File: config.mk
export PLATFORM = sky130hd
export DESIGN_NAME = writeback_unit
export DESIGN_NICKNAME = d
export VERILOG_FILES = /design/src/rtl/writeback_unit.sv
export SDC_FILE = /design/constraint.sdc
export NUM_CORES = 1
export LEC_CHECK = 0
export ABC_AREA = 0
export BUFFER_PORTS_ARGS = -buffer_cell sky130_fd_sc_hd__buf_2
export CAP_MARGIN = 20
export CORE_UTILIZATION = 40
export DETAILED_ROUTE_END_ITERATION = 10
export HOLD_SLACK_MARGIN = 0.15
export PLACE_DENSITY = 0.66
export SETUP_SLACK_MARGIN = 0.15
export SYNTH_ARGS = -nofsm -noshare
export SYNTH_HDL_FRONTEND = slang
export SYNTH_SLANG_ARGS = --single-unit
File: constraint.sdc
create_clock -name clk -period 15.31 [get_ports clk]
set_input_delay 0.7655 -clock clk [delete_from_list [all_inputs] [get_ports clk]]
set_output_delay 0.7655 -clock clk [all_outputs]
set_load 0.02 [all_outputs]
File: src/rtl/writeback_unit.sv
// RV32I writeback stage: MEM/WB register, result select, sub-word load formatting,
// late-load stall handshake, misaligned-load flagging and retire counting.
module writeback_unit #(
  parameter int XLEN  = 32,
  parameter int RA_W  = 5,
  parameter int CNT_W = 64
) (
  input  logic             clk,
  input  logic             rst,
  input  logic             mem_valid,
  output logic             mem_ready,
  input  logic [RA_W-1:0]  mem_rd,
  input  logic             mem_rd_we,
  input  logic [1:0]       mem_wb_sel,
  input  logic [XLEN-1:0]  mem_alu_result,
  input  logic [XLEN-1:0]  mem_pc_plus4,
  input  logic [XLEN-1:0]  mem_csr_rdata,
  input  logic [2:0]       mem_funct3,
  input  logic             flush,
  input  logic [XLEN-1:0]  dmem_rdata,
  input  logic             dmem_rvalid,
  output logic             rf_we,
  output logic [RA_W-1:0]  rf_waddr,
  output logic [XLEN-1:0]  rf_wdata,
  output logic             wb_misaligned,
  output logic [CNT_W-1:0] retire_count
);

  localparam logic [1:0] SEL_ALU  = 2'b00;
  localparam logic [1:0] SEL_LOAD = 2'b01;
  localparam logic [1:0] SEL_PC4  = 2'b10;

  function automatic logic is_misaligned(input logic [2:0] f3, input logic [1:0] off);
    case (f3)
      3'b001, 3'b101:                 return off[0];
      3'b010, 3'b011, 3'b110, 3'b111: return off != 2'b00;
      default:                        return 1'b0;
    endcase
  endfunction

  function automatic logic [XLEN-1:0] format_load(input logic [2:0] f3, input logic [1:0] off,
                                                  input logic [XLEN-1:0] word);
    logic [XLEN-1:0] shifted;
    logic [7:0]      b;
    logic [15:0]     h;
    shifted = word >> {off, 3'b000};
    b       = shifted[7:0];
    h       = off[1] ? word[31:16] : word[15:0];
    case (f3)
      3'b000:  return {{(XLEN-8){b[7]}}, b};
      3'b001:  return {{(XLEN-16){h[15]}}, h};
      3'b100:  return {{(XLEN-8){1'b0}}, b};
      3'b101:  return {{(XLEN-16){1'b0}}, h};
      default: return word;
    endcase
  endfunction

  logic             vld_p1;
  logic [RA_W-1:0]  rd_p1;
  logic             rd_we_p1;
  logic [1:0]       sel_p1;
  logic [XLEN-1:0]  alu_p1;
  logic [XLEN-1:0]  pc4_p1;
  logic [XLEN-1:0]  csr_p1;
  logic [2:0]       f3_p1;
  logic [CNT_W-1:0] retire_q;

  logic is_load;
  logic misaligned;
  logic wb_done;
  logic take;

  assign is_load    = sel_p1 == SEL_LOAD;
  assign misaligned = is_load && is_misaligned(f3_p1, alu_p1[1:0]);
  // Misaligned loads never touch memory, so they retire without waiting for data.
  assign wb_done    = vld_p1 && (!is_load || misaligned || dmem_rvalid);
  assign mem_ready  = !vld_p1 || wb_done;
  assign take       = mem_valid && mem_ready && !flush;

  // MEM -> WB register boundary
  always_ff @(posedge clk or posedge rst) begin
    if (rst) begin
      vld_p1   <= 1'b0;
      rd_p1    <= '0;
      rd_we_p1 <= 1'b0;
      sel_p1   <= '0;
      alu_p1   <= '0;
      pc4_p1   <= '0;
      csr_p1   <= '0;
      f3_p1    <= '0;
      retire_q <= '0;
    end else begin
      if (take) begin
        vld_p1   <= 1'b1;
        rd_p1    <= mem_rd;
        rd_we_p1 <= mem_rd_we;
        sel_p1   <= mem_wb_sel;
        alu_p1   <= mem_alu_result;
        pc4_p1   <= mem_pc_plus4;
        csr_p1   <= mem_csr_rdata;
        f3_p1    <= mem_funct3;
      end else if (wb_done) begin
        vld_p1 <= 1'b0;
      end
      if (wb_done) retire_q <= retire_q + 1'b1;
    end
  end

  // WB stage outputs are combinational from the register and dmem inputs
  always_comb begin
    rf_wdata = csr_p1;
    case (sel_p1)
      SEL_ALU:  rf_wdata = alu_p1;
      SEL_LOAD: rf_wdata = format_load(f3_p1, alu_p1[1:0], dmem_rdata);
      SEL_PC4:  rf_wdata = pc4_p1;
      default:  rf_wdata = csr_p1;
    endcase
  end

  assign rf_waddr      = rd_p1;
  assign rf_we         = wb_done && rd_we_p1 && (rd_p1 != '0) && !misaligned;
  assign wb_misaligned = wb_done && misaligned;
  assign retire_count  = retire_q;

endmodule

# ---- After elaboration in Yosys (flattened, before gate mapping)
# Index checks and enable logic that the tools add are counted.
# W data, S select, Z words.
dict set report word_totals {
  register_bits 172
  out_inout_bits 104
  word_cells 48
}
dict set report classes {
  n_addsub 1
  n_eq_ne 9
  shifts 1
  n_mux 6
  n_reduce_logical 22
}
# operator n
set op_table {}
lappend op_table {{$pmux W32 S4} 1}
lappend op_table {{$pmux W32 S3} 1}
lappend op_table {{$add A64 B1 Y64 const B} 1}
lappend op_table {{$shr A32 B5 Y8} 1}
lappend op_table {{$mux W16} 1}
lappend op_table {{$eq A3 B3 Y1 const B} 4}
lappend op_table {{$logic_and A1 B1 Y1} 8}
lappend op_table {{$eq A3 B2 Y1 const B} 2}
lappend op_table {{$reduce_bool A5 Y1} 1}
lappend op_table {{$logic_not A1 Y1} 4}
lappend op_table {{$reduce_bool A2 Y1} 2}
lappend op_table {{$reduce_or A4 Y1} 1}
lappend op_table {{$eq A3 B1 Y1 const B} 1}
lappend op_table {{$logic_not A3 Y1} 1}
lappend op_table {{$logic_or A1 B1 Y1} 3}
lappend op_table {{$eq A2 B1 Y1 const B} 1}
lappend op_table {{$eq A2 B2 Y1 const B} 1}
lappend op_table {{$logic_not A2 Y1} 1}
lappend op_table {{$mux W1} 2}
lappend op_table {{$pmux W1 S2} 1}
lappend op_table {{$reduce_or A2 Y1} 1}

# ---- Logic depth before layout (Yosys ltp)
dict set report logic_depth {
  ltp_word 11
  ltp_mapped 8
}

# ---- Worst setup path before layout
# No wires, ideal clock.
dict set report synth_path {
  path_type {in2out}
  from {input dmem_rdata[23]}
  to {output rf_wdata[18]}
  arrival_ns 2.028
  required_time_ns 14.545
  path_slack_ns 12.517
  stages 6
  path_buffers 1
  path_cell_list {or3_1 -> o211a_1 -> o21ai_0 -> a21oi_1 -> buf_2 -> a221o_1}
}
dict set report synth_via {
  elab_chain_cells 3
}
# item line
set synth_lines {}
lappend synth_lines {{from (decl)} 20} ;# input logic [XLEN-1:0] dmem_rdata,
lappend synth_lines {{$shr A32 B5 Y8} 46} ;# shifted = word >> {off, 3'b000};
lappend synth_lines {{$pmux W32 S4} 49} ;# case (f3)
lappend synth_lines {{$pmux W32 S3} 112} ;# case (sel_p1)
lappend synth_lines {{to (decl)} 24} ;# output logic [XLEN-1:0] rf_wdata,
# Every way passes these cells.

# ---- Final worst setup path
dict set report layout_path {
  from {register alu_p1[1]}
  to {output rf_wdata[31]}
}
dict set report layout_via {
  elab_chain_cells 3
}
# item line
set layout_lines {}
lappend layout_lines {{from (decl)} 62} ;# logic [XLEN-1:0] alu_p1;
lappend layout_lines {{from (signal assigned)} 98} ;# alu_p1 <= mem_alu_result;
lappend layout_lines {{$shr A32 B5 Y8 / $mux W16 (equally long branches)} {46, 48}}
lappend layout_lines {{$pmux W32 S4 *} 49}
lappend layout_lines {{$pmux W32 S3 *} 112}
# Mark *: on every way between the ends. The rest lies on a longest branch, timed or not.

==> results.md <==
- Routed WL: 23900 µm
- # hold bufs at CTS: 0
- Initial antenna violation count: 5
- CP arrival: ~2.9 ns
- RSZ-0062 raised after global routing: false
- Minimum clock period: ~3.7 ns
- Top cell type's share of synthesized area: 0.500
- Worst slew margin: 0.336
- Num CTS Buffers: 17
- Largest net degree at the start of global routing: 116
- CTS H-tree depth: 4
- Vias per cell: roughly 5.4
- Syn avg cell area: around 12 µm²
- RR Startpoint: alu_p1[1]
- Grt total ovfl: 0
- Clock Path Buffers: 2
- Filler cells: 1931
- Clock-pin slew on the worst setup and hold paths: 0.07 ns
- RePlAce Congestion: roughly 0.87
- Post-route DRC: 0
- Post-synth EDFFs: 0
- Die width: around 150 µm
- Initial drt markers: slightly above 300
- Part of the cycle the worst path needs: 0.242
- Max Cap Viol: 0
- WL per Instance: approximately 19 µm
- Sequential fraction of the synthesis area: 0.500
- DRT antenna net count: 0
- Fin area: approximately 11000 µm²
- Worst Path Required: approximately 15 ns
- Critical Path Source Type: flip-flop
- CTS tree: yes
- Vias in the first global route: about 7000
- Post-synth net total: roughly 890
- Initial core utilization: 0.409
- Share of cells above drive strength 1: 0.420
- Skew final: 0.00989 ns
- Mapped Cells: between 700 and 800
- Synth Warn #: 0
- Hold WC Path Type: in2async
- Worst IR drop on VDD: about 65 µV
- Worst skew pair latency: approximately 0.42 ns
- Most common cell in the netlist: dfrtp_1
- Die H: 149 µm
- Worst setup EP type: primary output
- Setup TNS: 0 ns
- #FFs+latches synth: between 150 and 200
- Post-CTS sizing: 0
- Max frequency: around 0.27 GHz
- Synth cell types: between 40 and 50
- LEAKAGE: 5.17 nW
- Vias after detailed routing: between 6000 and 7000
- Core area: ~21000 µm²
- Top Ports: approximately 250
- R2R setup slack: 12.21 ns
- Worst-margin pin slew: ~1 ns
- Buffers on Ports: 247
- Reg-to-Reg End: retire_count[63]
- Cell Pwr Density: about 120 nW/µm²
- Buffer count from post-CTS setup fixing: 0
- Layout area overhead: 24.4%
- Cell Area, Synth: approximately 8600 µm²
- Area leader, netlist: dfrtp_1
- CP Class: reg2out
- # clock sinks: roughly 170
- Largest cells by area after synthesis: dfrtp_1 50%, mux2_2 14%, mux2i_1 3.8%
- Final setup viols: 0
- Ys async rst share: 1.00
- Hpwl dp: roughly 17000 µm
- Hold Violations, Final: 0
- R2R depth: 5
- Tot GR Track Use: 0.222
- Predominant post-synthesis flop cell: dfrtp_1
- Row cnt: 53
- Drt first pass iters: 5
- Outcome: finished clean
- Commonest cells in the netlist: 172 x dfrtp_1, 108 x mux2_2, 55 x nand2_1
- Crit Path Max Fanout: 24
- First-pass GRT wire length: ~38000 µm
- CTS Root Cell: clkbuf_16
- Nets: about 1100
- Area post-placement: approximately 10000 µm²
- Full die area: 22100 µm²
- Slew Viols, Final: 0
==> critical path, stage by stage (launching register included) <==
cell and delay (ns):
dfrtp_1 0.81, mux2i_1 0.18, a21oi_1 0.17, o21ai_0 0.12, a21oi_2 0.76, a221o_1 0.30, buf_2 0.17
==> sequential cells by signal, summed over array words and instances, names as in the netlist <==
| register | flops |
|---|---|
| pc4_p1 | 32 |
| alu_p1 | 32 |
| rd_we_p1 | 1 |
| retire_count | 64 |
| sel_p1 | 2 |
| rf_waddr | 5 |
| csr_p1 | 32 |
| vld_p1 | 1 |
| f3_p1 | 3 |
==> cell usage in the layout (no fill, tap or decap), types with 17 or more instances in the layout <==
| master | netlist | final |
|---|---|---|
| nor2_1 | 48 | 48 |
| mux2i_1 | 33 | 33 |
| clkbuf_16 | 0 | 17 |
| mux2_2 | 108 | 108 |
| nand2b_1 | 24 | 24 |
| nor3_1 | 23 | 23 |
| nand3_1 | 35 | 35 |
| xor2_1 | 34 | 34 |
| dfrtp_1 | 172 | 171 |
| xnor2_1 | 29 | 29 |
| nand2_1 | 55 | 55 |
| buf_2 | 14 | 247 |
==> logic make-up (layout without fill, tap and decap cells) <==
| family | Yosys count | count (layout) | share of synthesized area |
|---|---|---|---|
| xor gates and xnor gates | 63 | 63 | 0.0642 |
| DFF | 172 | 172 | 0.500 |
| buffers and inverters | 56 | 304 | 0.0313 |
| AOI/OAI and AO/OA | 70 | 70 | 0.0630 |
| other | 0 | 5 | 0 |
| and+or+nand+nor | 243 | 243 | 0.157 |
| muxes | 142 | 142 | 0.182 |
| adders and majority gates | 1 | 1 | 0.00145 |
==> power by group <==
| group | total (W) | leakage, nW | switching, W | internal (W) |
|---|---|---|---|---|
| registers | 0.000543 | 2.10 | 0.0000373 | 0.000506 |
| logic | 0.000304 | 2.76 | 0.000173 | 0.000131 |
| clock network | 0.000460 | 0.306 | 0.000196 | 0.000264 |
| total | 0.00131 | 5.17 | 0.000407 | 0.000901 |
==> layer usage <==
metal  global-route usage  share of wire
met5                    0        0.00088
met4               0.0675          0.018
met3               0.0687          0.090
met2                0.354           0.47
met1                0.289           0.42
==> through the flow <==
stage,util,std cells,hold WS [ns],setup WS [ns],total power [W]
5_1_grt,0.508,1271,0.274,11.38,0.00137
3_5_place_dp,0.478,1237,0.455,12.07,0.000857
6_report,0.509,1275,0.276,11.60,0.00131
4_1_cts,0.507,1269,0.467,11.60,0.00132
3_3_place_gp,0.478,1237,0.456,12.10,0.000853
2_1_floorplan,-,747,0.473,9.88,0.000753
==> area by class of cell <==
cell class                      count  area (µm²)  area share
Antenna cell                        5        12.5     0.00117
Clock buffer                       18         429      0.0401
Clock inverter                     14         191      0.0179
Inverter                           17        68.8     0.00643
Multi-Input combinational cell    519        4030       0.377
Sequential cell                   172        4310       0.402
Tap cell                          275         344      0.0322
Timing Repair Buffer              255        1320       0.123
==> how the worst max path moves through the flow <==
stage / slack, ns / start / depth (start not counted) / to
after CTS: 11.60 / alu_p1[1] / 6 / rf_wdata[31]
after floorplan: 9.88 / rst / 1 / alu_p1[0]
after detailed placement: 12.07 / dmem_rdata[15] / 7 / rf_wdata[31]
after global routing: 11.38 / alu_p1[1] / 6 / rf_wdata[31]
after global placement: 12.10 / dmem_rdata[7] / 7 / rf_wdata[31]
final: 11.60 / alu_p1[1] / 6 / rf_wdata[31]
No activity file was read; power rests on OpenSTA's default activity.
